### src/rtl/mc_pkg.sv
// Shared definitions for the multicycle controller.
//   - state_e : FSM state encoding (also exported on state_o for debug)
//   - OP_*    : instruction opcodes recognised in DECODE
//   - FN_*    : R-type funct codes
//   - ALU_*   : ALU operation codes
//   - RES_*, PC_*, SRCB_* : datapath mux select codes
//   - ctrl_t  : bundle of every control output, built by the FSM each cycle
package mc_pkg;

    typedef enum logic [3:0] {
        S_FETCH  = 4'd0,
        S_DECODE = 4'd1,
        S_MEMADR = 4'd2,
        S_MEMRD  = 4'd3,
        S_MEMWB  = 4'd4,
        S_MEMWR  = 4'd5,
        S_EXEC   = 4'd6,
        S_ALUWB  = 4'd7,
        S_BRANCH = 4'd8,
        S_ADDIEX = 4'd9,
        S_ADDIWB = 4'd10,
        S_JUMP   = 4'd11
    } state_e;

    localparam logic [5:0] OP_RTYPE = 6'b000000;
    localparam logic [5:0] OP_J     = 6'b000010;
    localparam logic [5:0] OP_BEQ   = 6'b000100;
    localparam logic [5:0] OP_ADDI  = 6'b001000;
    localparam logic [5:0] OP_LW    = 6'b100011;
    localparam logic [5:0] OP_SW    = 6'b101011;

    localparam logic [5:0] FN_ADD = 6'b100000;
    localparam logic [5:0] FN_SUB = 6'b100010;
    localparam logic [5:0] FN_AND = 6'b100100;
    localparam logic [5:0] FN_OR  = 6'b100101;
    localparam logic [5:0] FN_SLT = 6'b101010;

    localparam logic [2:0] ALU_AND = 3'b000;
    localparam logic [2:0] ALU_OR  = 3'b001;
    localparam logic [2:0] ALU_ADD = 3'b010;
    localparam logic [2:0] ALU_SUB = 3'b110;
    localparam logic [2:0] ALU_SLT = 3'b111;

    localparam logic [2:0] RES_ALU = 3'b000;
    localparam logic [2:0] RES_MEM = 3'b001;

    localparam logic [2:0] PC_PLUS4  = 3'b000;
    localparam logic [2:0] PC_BRANCH = 3'b001;
    localparam logic [2:0] PC_JUMP   = 3'b010;

    localparam logic [2:0] SRCB_REG  = 3'b000;
    localparam logic [2:0] SRCB_FOUR = 3'b001;
    localparam logic [2:0] SRCB_IMM  = 3'b010;

    typedef struct packed {
        logic       pc_en;
        logic       ir_write;
        logic       mem_write;
        logic       reg_write;
        logic       i_or_d;
        logic       reg_dst;
        logic       alu_src_a;
        logic       illegal_op;
        logic [2:0] alu_src_b;
        logic [2:0] res_sel;
        logic [2:0] pc_sel;
        logic [2:0] alu_ctrl;
    } ctrl_t;

endpackage

### src/rtl/alu_decoder.sv
// R-type funct decoder.
//   funct_i    : R-type function field
//   alu_ctrl_o : ALU operation; falls back to ADD on an unknown funct
//   valid_o    : funct is one of the supported operations
module alu_decoder
    import mc_pkg::*;
(
    input  logic [5:0] funct_i,
    output logic [2:0] alu_ctrl_o,
    output logic       valid_o
);

    always_comb begin
        alu_ctrl_o = ALU_ADD;
        valid_o    = 1'b1;
        case (funct_i)
            FN_ADD:  alu_ctrl_o = ALU_ADD;
            FN_SUB:  alu_ctrl_o = ALU_SUB;
            FN_AND:  alu_ctrl_o = ALU_AND;
            FN_OR:   alu_ctrl_o = ALU_OR;
            FN_SLT:  alu_ctrl_o = ALU_SLT;
            default: valid_o    = 1'b0;
        endcase
    end

endmodule

### src/rtl/multicycle_ctrl.sv
// Multicycle MIPS-style control unit (Moore FSM with a few
// mem_ready/zero-qualified enables).
//   clk, rst_n          : clock, async active-low reset
//   opcode, funct       : instruction fields from the IR
//   zero                : ALU zero flag (branch decision)
//   mem_ready           : memory access completes this cycle
//   pc_en .. alu_src_a  : datapath enables / 1-bit selects
//   alu_src_b, res_sel,
//   pc_sel, alu_ctrl    : SEL_W-bit mux selects and ALU op
//   illegal_op          : one-cycle pulse on unknown opcode/funct
//   state_o             : current state, debug only
module multicycle_ctrl
    import mc_pkg::*;
#(
    parameter int SEL_W = 3
) (
    input  logic             clk,
    input  logic             rst_n,
    input  logic [5:0]       opcode,
    input  logic [5:0]       funct,
    input  logic             zero,
    input  logic             mem_ready,
    output logic             pc_en,
    output logic             ir_write,
    output logic             mem_write,
    output logic             reg_write,
    output logic             i_or_d,
    output logic             reg_dst,
    output logic             alu_src_a,
    output logic [SEL_W-1:0] alu_src_b,
    output logic [SEL_W-1:0] res_sel,
    output logic [SEL_W-1:0] pc_sel,
    output logic [SEL_W-1:0] alu_ctrl,
    output logic             illegal_op,
    output logic [3:0]       state_o
);

    state_e     state_q, state_d;
    ctrl_t      ctl_c, ctl;
    logic [2:0] fn_alu;
    logic       fn_valid;

    alu_decoder u_alu_dec (
        .funct_i    (funct),
        .alu_ctrl_o (fn_alu),
        .valid_o    (fn_valid)
    );

    always_ff @(posedge clk or negedge rst_n) begin
        if (!rst_n) state_q <= S_FETCH;
        else        state_q <= state_d;
    end

    always_comb begin
        ctl_c   = '0;
        state_d = state_q;
        case (state_q)
            S_FETCH: begin
                ctl_c.alu_src_b = SRCB_FOUR;
                ctl_c.pc_sel    = PC_PLUS4;
                if (mem_ready) begin
                    ctl_c.ir_write = 1'b1;
                    ctl_c.pc_en    = 1'b1;
                    state_d        = S_DECODE;
                end
            end
            S_DECODE: begin
                case (opcode)
                    OP_LW, OP_SW: state_d = S_MEMADR;
                    OP_RTYPE:     state_d = S_EXEC;
                    OP_BEQ:       state_d = S_BRANCH;
                    OP_ADDI:      state_d = S_ADDIEX;
                    OP_J:         state_d = S_JUMP;
                    default: begin
                        ctl_c.illegal_op = 1'b1;
                        state_d          = S_FETCH;
                    end
                endcase
            end
            S_MEMADR: begin
                ctl_c.alu_src_a = 1'b1;
                ctl_c.alu_src_b = SRCB_IMM;
                // Only LW/SW reach here, so anything but LW is a store.
                state_d = (opcode == OP_LW) ? S_MEMRD : S_MEMWR;
            end
            S_MEMRD: begin
                ctl_c.i_or_d = 1'b1;
                if (mem_ready) state_d = S_MEMWB;
            end
            S_MEMWB: begin
                ctl_c.reg_write = 1'b1;
                ctl_c.res_sel   = RES_MEM;
                state_d         = S_FETCH;
            end
            S_MEMWR: begin
                ctl_c.i_or_d = 1'b1;
                // Strobe the write only on the completing cycle.
                if (mem_ready) begin
                    ctl_c.mem_write = 1'b1;
                    state_d         = S_FETCH;
                end
            end
            S_EXEC: begin
                ctl_c.alu_ctrl   = fn_alu;
                ctl_c.illegal_op = !fn_valid;
                state_d          = fn_valid ? S_ALUWB : S_FETCH;
            end
            S_ALUWB: begin
                ctl_c.reg_write = 1'b1;
                ctl_c.reg_dst   = 1'b1;
                ctl_c.res_sel   = RES_ALU;
                state_d         = S_FETCH;
            end
            S_BRANCH: begin
                ctl_c.alu_ctrl = ALU_SUB;
                ctl_c.pc_sel   = PC_BRANCH;
                ctl_c.pc_en    = zero;
                state_d        = S_FETCH;
            end
            S_ADDIEX: begin
                ctl_c.alu_src_b = SRCB_IMM;
                ctl_c.alu_ctrl  = ALU_ADD;
                state_d         = S_ADDIWB;
            end
            S_ADDIWB: begin
                ctl_c.reg_write = 1'b1;
                ctl_c.res_sel   = RES_ALU;
                state_d         = S_FETCH;
            end
            S_JUMP: begin
                ctl_c.pc_sel = PC_JUMP;
                ctl_c.pc_en  = 1'b1;
                state_d      = S_FETCH;
            end
            default: state_d = S_FETCH;
        endcase
    end

    // FETCH drives PC+4 selects and mem_ready-qualified enables, so the
    // outputs are gated by rst_n to read all-zero while reset is held.
    assign ctl = rst_n ? ctl_c : '0;

    assign pc_en      = ctl.pc_en;
    assign ir_write   = ctl.ir_write;
    assign mem_write  = ctl.mem_write;
    assign reg_write  = ctl.reg_write;
    assign i_or_d     = ctl.i_or_d;
    assign reg_dst    = ctl.reg_dst;
    assign alu_src_a  = ctl.alu_src_a;
    assign illegal_op = ctl.illegal_op;
    assign alu_src_b  = SEL_W'(ctl.alu_src_b);
    assign res_sel    = SEL_W'(ctl.res_sel);
    assign pc_sel     = SEL_W'(ctl.pc_sel);
    assign alu_ctrl   = SEL_W'(ctl.alu_ctrl);
    assign state_o    = state_q;

endmodule

### config.mk
export PLATFORM = sky130hd
export DESIGN_NAME = multicycle_ctrl
export DESIGN_NICKNAME = d
export VERILOG_FILES = /design/src/rtl/mc_pkg.sv /design/src/rtl/alu_decoder.sv /design/src/rtl/multicycle_ctrl.sv
export SDC_FILE = /design/constraint.sdc
export NUM_CORES = 1
export LEC_CHECK = 0
export ABC_AREA = 1
export CAP_MARGIN = 0
export CORE_UTILIZATION = 34
export CTS_BUF_LIST = sky130_fd_sc_hd__clkbuf_4 sky130_fd_sc_hd__clkbuf_8
export DETAILED_ROUTE_END_ITERATION = 16
export PLACE_DENSITY = 0.83
export SLEW_MARGIN = 20
export SYNTH_ARGS = -nofsm -noshare
export SYNTH_HDL_FRONTEND = slang
export SYNTH_SLANG_ARGS = --single-unit
export TNS_END_PERCENT = 5
### constraint.sdc
create_clock -name clk -period 1 [get_ports clk]
set_input_delay 0.1 -clock clk [delete_from_list [all_inputs] [get_ports clk]]
set_output_delay 0.1 -clock clk [all_outputs]
set_load 0.02 [all_outputs]
# Word-level counts from Yosys, hierarchy flattened
# Cells that the tools add are included.
# Widths: inputs -> output; s select.
dict set report word_totals {
  register_bits 4
  in_bits 16
  out_inout_bits 24
  elab_cells 60
}
dict set report op_classes {
  n_eq_ne 24
  n_mux 25
  reduce_logical 10
}
# cell count
set op_table {}
lappend op_table {{$eq 6x6->1 const B} 7}
lappend op_table {{$pmux 4 s7} 1}
lappend op_table {{$mux 20} 1}
lappend op_table {{$pmux 4 s5} 1}
lappend op_table {{$eq 4x3->1 const B} 4}
lappend op_table {{$eq 4x4->1 const B} 4}
lappend op_table {{$mux 4} 3}
lappend op_table {{$pmux 3 s4} 1}
lappend op_table {{$mux 1} 10}
lappend op_table {{$pmux 3 s3} 1}
lappend op_table {{$eq 4x2->1 const B} 2}
lappend op_table {{$pmux 2 s2} 2}
lappend op_table {{$eq 6x2->1 const B} 1}
lappend op_table {{$eq 6x3->1 const B} 1}
lappend op_table {{$eq 6x4->1 const B} 1}
lappend op_table {{$logic_not 6->1} 1}
lappend op_table {{$mux 3} 2}
lappend op_table {{$ne 2x2->1 const B} 3}
lappend op_table {{$reduce_or 2->1} 3}
lappend op_table {{$reduce_or 6->1} 1}
lappend op_table {{$reduce_or 5->1} 1}
lappend op_table {{$eq 4x1->1 const B} 1}
lappend op_table {{$logic_not 4->1} 1}
lappend op_table {{$pmux 1 s3} 1}
lappend op_table {{other kinds (5)} 5}

# Logic depth before layout (Yosys ltp)
# Gate-level depths: netlist of run 1.
dict set report depth {
  depth_word 6
  mapped_depth 10
  mapped_depth_nobuf 10
}

# By module
# A second synthesis of run 1 with hierarchy kept.
dict set report unflattened {
  hier_cells 145
  area_unflattened_um2 739.5
}
# module n_inst cells_per_inst area_each_um2 seq_area_each_um2
set modules_own_cells {}
lappend modules_own_cells {multicycle_ctrl 1 117 620.6 100.1}
lappend modules_own_cells {alu_decoder 1 28 118.9 0.0}

# Least setup slack after synthesis of run 1
# OpenSTA, ideal clock, no wires.
dict set report synth_timing {
  path_kind {register to output}
  from {register state_q[2], in the netlist state_o[2]}
  to {output port alu_ctrl[2]}
  arrival_ns 1.388
  t_required_ns 0.900
  path_slack_ns -0.488
  path_stages_with_launch 6
  n_path_buf 0
  cell_sequence {dfrtp_1 -> inv_1 -> nand2_1 -> nor2_1 -> inv_1 -> o21ai_0}
}
dict set report synth_via {
  elab_chain_cells 3
  elab_cells_between_ends 5
  classes_between {eq/ne (3); mux (2)}
}
# item line_no
set synth_rtl {}
lappend synth_rtl {{start: declaration} multicycle_ctrl.sv:38} ;# state_e state_q, state_d;
lappend synth_rtl {{start signal: assignment} multicycle_ctrl.sv:51} ;# else state_q <= state_d;
lappend synth_rtl {{$eq 4x4->1 / $eq 4x3->1 (equally long branches)} multicycle_ctrl.sv:57} ;# case (state_q)
lappend synth_rtl {{$pmux 3 s3 (*)} multicycle_ctrl.sv:57}
lappend synth_rtl {{$mux 20 (*)} multicycle_ctrl.sv:141} ;# assign ctl = rst_n ? ctl_c : '0;
lappend synth_rtl {{end: declaration} multicycle_ctrl.sv:33} ;# output logic [SEL_W-1:0] alu_ctrl,
# Mark *: on every way between the ends. The rest lies on a longest branch, timed or not.

# Worst setup path after layout of run 1
dict set report layout_timing {
  from {register state_q[3], in the netlist state_o[3]}
  to {output port alu_ctrl[0]}
}
# The elaborated chain is that of the path after synthesis.

==> results of run 1 <==
## cell families (layout without fill, tap and decap cells)
kind of cell	after synthesis	count (layout)
buffers and inverters	27	91
other	1	4
AND/OR/NAND/NOR	81	81
flip-flops	4	4
AO/OA/AOI/OAI	11	11
## layout by cell type, fill, tap and decap left out, types with 2 or more instances in the layout
master | netlist | final
a31oi_4 | 0 | 2
nor3_2 | 0 | 2
nor2_4 | 4 | 7
nand2_2 | 3 | 10
nor2_1 | 22 | 16
inv_2 | 3 | 5
clkbuf_4 | 0 | 3
clkdlybuf4s50_1 | 0 | 15
nand2_1 | 30 | 22
inv_4 | 0 | 2
a21oi_2 | 0 | 2
inv_1 | 19 | 15
nor2_2 | 2 | 5
nand4_1 | 4 | 4
buf_4 | 4 | 38
conb_1 | 1 | 4
nand3_2 | 0 | 2
o21ai_2 | 0 | 2
dfrtp_2 | 0 | 4
clkdlybuf4s15_2 | 0 | 2
buf_6 | 0 | 10
nand3_1 | 13 | 11
## repair_timing
| action | 4_1_cts | 5_1_grt |
|---|---|---|
| pin swaps | 4 | 4 |
| hold endpoints to repair | 0 | 0 |
| cloned | 0 | 0 |
| resized for setup | 110 | 20 |
| setup endpoints to repair | 24 | 24 |
| hold buffers | 0 | 0 |
| setup buffers | 1 | 1 |
## worst reg2reg max path, delay by kind of cell (launching register included)
kind	cells	cell delay (ns)
buffers and inverters	4	0.40
and+or+nand+nor	8	0.55
DFF	1	0.44
## per-stage QoR
step           cell area [um2]  hold slack [ns]
2_1_floorplan            762.0          -0.1956
3_3_place_gp              1328           0.4048
3_5_place_dp              1328           0.4103
4_1_cts                   1366           0.1550
5_1_grt                   1440           0.1768
6_report                  1440           0.1777
## report_power, final
group	total (uW)	switching [uW]	internal [uW]
Combinational	1510	837	676
Clock	210	75.5	135
Sequential	269	61.0	208
Total	1990	974	1020
## final timing paths
check	endpoint	slack, ns	depth (start not counted)
setup / recovery	alu_ctrl[0]	-0.66	6
hold / removal	state_o[2]$_DFFE_PN0P_	0.18	2
setup reg to reg	state_o[2]$_DFFE_PN0P_	-0.48	12
hold reg to reg	state_o[3]$_DFFE_PN0P_	0.82	4
max in group asynchronous	state_o[1]$_DFFE_PN0P_	0.69	2
min in group clk	state_o[3]$_DFFE_PN0P_	0.61	3
## layer usage
metal	track usage	wire, um	up-vias
li1	-	-	519
met1	0.2958	1189	544
met2	0.5803	1781	76
met3	0.03137	214	27
met4	0.1118	184	0
met5	0	0	-
## final cells by class
class | instances | area [um2]
Timing Repair Buffer | 66 | 579.3
Fill cell | 102 | 342.8
Clock buffer | 3 | 22.52
Sequential cell | 4 | 105.1
Multi-Input combinational cell | 96 | 614.3
Tap cell | 25 | 31.28
Inverter | 22 | 87.58
==> impl_results.md, run 1 <==
* Final setup fails at 23
* Seq/Total Area, Yosys at 0.1509
* Final Cycle Share at 1.659
* Leakage at roughly 0.00072 uW
* Number of diodes at 0
* Area share of and/or/nand/nor cells after synthesis at 0.5679
* Number of library cell types mapped by synthesis at 18
* Failing checks: negative setup slack
* Status: complete, but fails checks
* Clock net sink count at 4
* DRC viols at 0
* Number of port buffers at 35
* Row count at 15
* Grt total ovfl at 0
* Kind of critical path: reg -> out
* Final WL at about 3400 um
* Die extent in x at between 40 and 50 um
* Compound-Gate Fraction of Synth Area at 0.1000
* Clk_lat worst skew at 0.24 ns
* # IOs at 40
* Ys Warns at 0
* Critical path's slowest cell: dfrtp_2
* Antenna Nets Post-Route at 0
* Final Util at 0.8077
* Number of global-route vias before repair at ~1000
* Detail Placement HPWL at approximately 2200 um
* P&R area growth vs syn at 117.2%
* Worst-path cell chain: nor2_4 > nand2_2 > nor2_4 > nand4_1 > o22ai_4 > buf_6
* Syn Area/Cell at roughly 5.3 um2
* Tot GR Track Use at 0.2893
* Power per Cell Area at 1384 nW/um2
* Die ar. at between 2000 and 2500 um2
* Largest net degree at the start of global routing at 15
* Clk_skew at between 0.008 and 0.009 ns
* Drt pass-1 iters at 4
* Core area at around 1800 um2
* Critical Path AT at 1.56 ns
* Share of the synthesized area in the top cell type at 0.1698
* Worst path most repeated cell: nor2_4
* Commonest cells in the netlist: nand2_1, nor2_1, inv_1
* Clock transition at path regs at around 0.040 ns
* Initial antenna violation count at 0
* Most frequent cell after synthesis: nand2_1
* Cell count after synthesis at about 120
* Layout cell share with drive strength beyond 1 at 0.5288
* Initial DRC count at slightly below 70
* Synth Area in Adders at 0
* Overall Power at about 2000 uW
* Finished Layout Cells at around 220
* Synth area leader: nand2_1
* Largest family of logic cells by synthesized area: simple AND/OR/NAND/NOR gates
* Cell Area, Synth at between 600 and 700 um2
* Total CTS buffers at 3
* Synthesis-stage register bit count at 4
* Max-cap viol count at 0
* Setup TNS Final at -10.26 ns
* DP Worst Slack at -0.9085 ns
* Die Y at 46.17 um
* Final Worst Setup Slack at -0.6595 ns
* Final Critical Period at around 1.7 ns
* Post-synthesis mux area share at 0
* Largest stage delay, worst path at 0.45 ns
* Clock Path Buffers at 2
* Initial Utilization at 0.3719
* Fin nets at 209
* CP max FO at 4
* Dpl cells at between 200 and 250
* Area contributors post-synth: nand2_1, dfrtp_1, nor2_1
* CP delay by family, top: simple AND/OR/NAND/NOR gates
* Primary FF master, synth: dfrtp_1
* Kind of end point of the critical path: primary output
* CP Launch Type: flop
* Vias per std cell at 5.398
* Final Slew Violations at 0
* CP Launch Point: state_o[3]$_DFFE_PN0P_
* EDFF count, synth at 0
* Fin. Hold Viols at 0
* Max VDD drop at 0.001077 V
* F_max at approximately 600 MHz
* Hold Crit Class: in -> async
* CP bufs+invs at 1
* Worst EP required at around 0.9 ns
* Async SR Flop Fraction at 1.000
* Post-Synth XOR/XNOR Area at 0
* Final GP Congestion at ~0.85
* Via count at between 1000 and 1500
* RSZ-0062 raised after global routing: yes
* CTS tree: done
* FF-to-FF Start: state_o[1]$_DFFE_PN0P_
* H-tree depth at 1
* Max reg flops at 4
* First-pass GRT wire length at roughly 4300 um
* WL per Instance at about 16 um
* Clock root buffer: clkbuf_4
No activity file was read; power rests on OpenSTA's default activity.
==> run 2: changes to the inputs <==
Settings changed: SKIP_LAST_GASP from default to 1.
==> impl_results.md, run 2 (synthesis results as in run 1) <==
* Sequential share of power at 0.145 (was 0.135)
* FF-to-FF End: state_o[2]$_DFFE_PN0P_ (unchanged)
* Layout cell share with drive strength beyond 1 at 0.4450 (was 0.5288)
* H-tree depth at 1 (unchanged)
* Antenna Nets Post-Route at 0 (unchanged)
* P_sw at 865.7 uW (was 973.7 uW)
* Final Critical Period at 1.644 ns (was 1.659 ns)
* Status: complete, but fails checks (unchanged)
* Final GP Congestion at 0.8476 (unchanged)
* Clk_skew at 0.01115 ns (was 0.008856 ns)
* F_max at 608.2 MHz (was 602.6 MHz)
* Number of global-route vias before repair at 1015 (was 1022)
* Final Worst Setup Slack at -0.6441 ns (was -0.6595 ns)
* Max VDD drop at 0.001059 V (was 0.001077 V)
* Critical Path AT at 1.54 ns (was 1.56 ns)
* Critical path depth in cells at 7 (was 6)
* Initial Utilization at 0.3719 (unchanged)
* Final WL at 2779 um (was 3369 um)
* Leakage at 0.0006876 uW (was 0.0007188 uW)
* Final Cycle Share at 1.644 (was 1.659)
* R2R setup slack at -0.44 ns (was -0.48 ns)
* Largest stage delay, worst path at 0.39 ns (was 0.45 ns)
* Row count at 15 (unchanged)
* Worst path most repeated cell: nor2_4 (unchanged)
* Clock net sink count at 4 (unchanged)
* Clk network pwr share at 0.116 (was 0.106)
* Die ar. at 2131 um2 (unchanged)
* Internal cell power at 950.8 uW (was 1019 uW)
* Max-cap viol count at 0 (unchanged)
* Kind of critical path: reg -> out (unchanged)
* Die extent in x at 46.17 um (unchanged)
* Setup TNS Final at -12.05 ns (was -10.26 ns)
* Grt total ovfl at 0 (unchanged)
* Clk_lat worst skew at 0.24 ns (about the same)
* Via count at 1054 (was 1166)
* Core area at 1783 um2 (unchanged)
* Clock transition at path regs at 0.05 ns (was 0.04 ns)
* Final setup fails at 24 (was 23)
* Total CTS buffers at 3 (unchanged)
* Number of diodes at 0 (unchanged)
* Finished Layout Cells at 216 (unchanged)
* Failing checks: negative setup slack (unchanged)
* Fin. Hold Viols at 0 (unchanged)
* DP Worst Slack at -0.9085 ns (unchanged)
* Clock root buffer: clkbuf_4 (unchanged)
* Initial antenna violation count at 0 (unchanged)
* Max reg flops at 4 (unchanged)
* Largest net degree at the start of global routing at 15 (unchanged)
* Final Slew Violations at 0 (unchanged)
* CP delay by family, top: buffers and inverters (was simple AND/OR/NAND/NOR gates)
* CP Launch Type: flop (unchanged)
* DRC viols at 0 (unchanged)
* Drt pass-1 iters at 4 (unchanged)
* CTS tree: done (unchanged)
* Dpl cells at 211 (unchanged)
* Vias per std cell at 4.880 (was 5.398)
* Fillcell total at 123 (was 102)
* Clock Path Buffers at 2 (unchanged)
* Initial DRC count at 28 (was 69)
* CP max FO at 2 (was 4)
* Detail Placement HPWL at 2245 um (unchanged)
* RSZ-0062 raised after global routing: yes (unchanged)
* P&R area growth vs syn at 102.1% (was 117.2%)
* Hold Crit Class: in -> async (unchanged)
* CP bufs+invs at 3 (was 1)
* WL per Instance at 12.87 um (was 15.60 um)
* Commonest non-fill, non-tap cell in the layout: buf_4 (unchanged)
* Worst EP required at 0.90 ns (about the same)
* Sw Share at 0.4766 (was 0.4887)
* Worst Reg-to-Reg Cells at 12 (unchanged)
* Worst-path cell chain: buf_4 > nor2_4 > inv_1 > nor2_4 > nand2_2 > nor2_2 > clkdlybuf4s15_2 (was nor2_4 > nand2_2 > nor2_4 > nand4_1 > o22ai_4 > buf_6)
* Die Y at 46.17 um (unchanged)
* Tot GR Track Use at 0.2788 (was 0.2893)
* Fin nets at 209 (unchanged)
* # IOs at 40 (unchanged)
* FF-to-FF Start: state_o[1]$_DFFE_PN0P_ (unchanged)
* Power per Cell Area at 1356 nW/um2 (was 1384 nW/um2)
* Critical path's slowest cell: dfrtp_2 (unchanged)
* Number of port buffers at 35 (unchanged)
* Kind of end point of the critical path: primary output (unchanged)
* Comb pwr share at 0.738 (was 0.760)
* First-pass GRT wire length at 4222 um (was 4347 um)
* Most frequent cells in the layout: buf_4, nand2_1, clkdlybuf4s50_1 (was buf_4, nand2_1, nor2_1)
-- run 2: cell count changes in the layout (fill, tap and decap cells not counted), sizes merged --
cell | previous run | this run
clkdlybuf4s50 | 15 | 19
clkbuf | 3 | 7
clkdlybuf4s15 | 2 | 3
dlygate4sd2 | 1 | 0
buf | 48 | 40
-- run 2: per-layer routing --
layer	up-vias	part of all wire	GRT usage
met3	11	0.057	0.03529
met2	53	0.53	0.5606
met4	0	0.023	0.1118
met5	-	0	0
met1	471	0.39	0.2793
li1	519	-	-
-- run 2: final cells by class --
class | instances | area, um2 | share of cell area
inverters | 22 | 82.58 | 0.06162
repair buffers | 66 | 534.3 | 0.3987
clock buffers | 3 | 22.52 | 0.01681
well taps | 25 | 31.28 | 0.02334
flip-flops and latches | 4 | 105.1 | 0.07843
multi-input cells | 96 | 564.3 | 0.4211
-- run 2: how the worst max path moves through the flow --
stage | startpoint | slack [ns] | endpoint
floorplan | state_o[2]$_DFFE_PN0P_ | -0.29 | alu_ctrl[0]
global placement | funct[5] | -0.82 | alu_ctrl[0]
detailed placement | funct[5] | -0.91 | alu_ctrl[0]
CTS | state_o[3]$_DFFE_PN0P_ | -0.63 | alu_ctrl[0]
global route | state_o[2]$_DFFE_PN0P_ | -0.68 | ir_write
finish | state_o[2]$_DFFE_PN0P_ | -0.64 | ir_write
-- run 2: repair_timing --
| action | 4_1_cts | 5_1_grt |
|---|---|---|
| endpoints found under the setup margin | 24 | 24 |
| gates resized for setup | 57 | 14 |
| hold buffers | 0 | 0 |
| pin swaps | 2 | 3 |
| buffers inserted | 1 | 1 |
-- run 2: power by group through the flow --
stage,Clock (uW),Sequential [uW],Combinational (uW)
floorplan,0,316,556
global placement,0,254,1230
detailed placement,0,260,1270
CTS,215,263,1260
global route,223,266,1430
finish,212,264,1340
-- run 2: per-stage QoR --
stage | instance area, um2 | hold slack [ns] | utilization | total power (uW)
after floorplan | 762.0 | -0.1956 | - | 871.7
after global placement | 1328 | 0.4048 | 0.7446 | 1486
after detailed placement | 1328 | 0.4103 | 0.7446 | 1533
after CTS | 1334 | 0.1550 | 0.7481 | 1735
after global routing | 1340 | 0.1913 | 0.7516 | 1919
final | 1340 | 0.1911 | 0.7516 | 1816
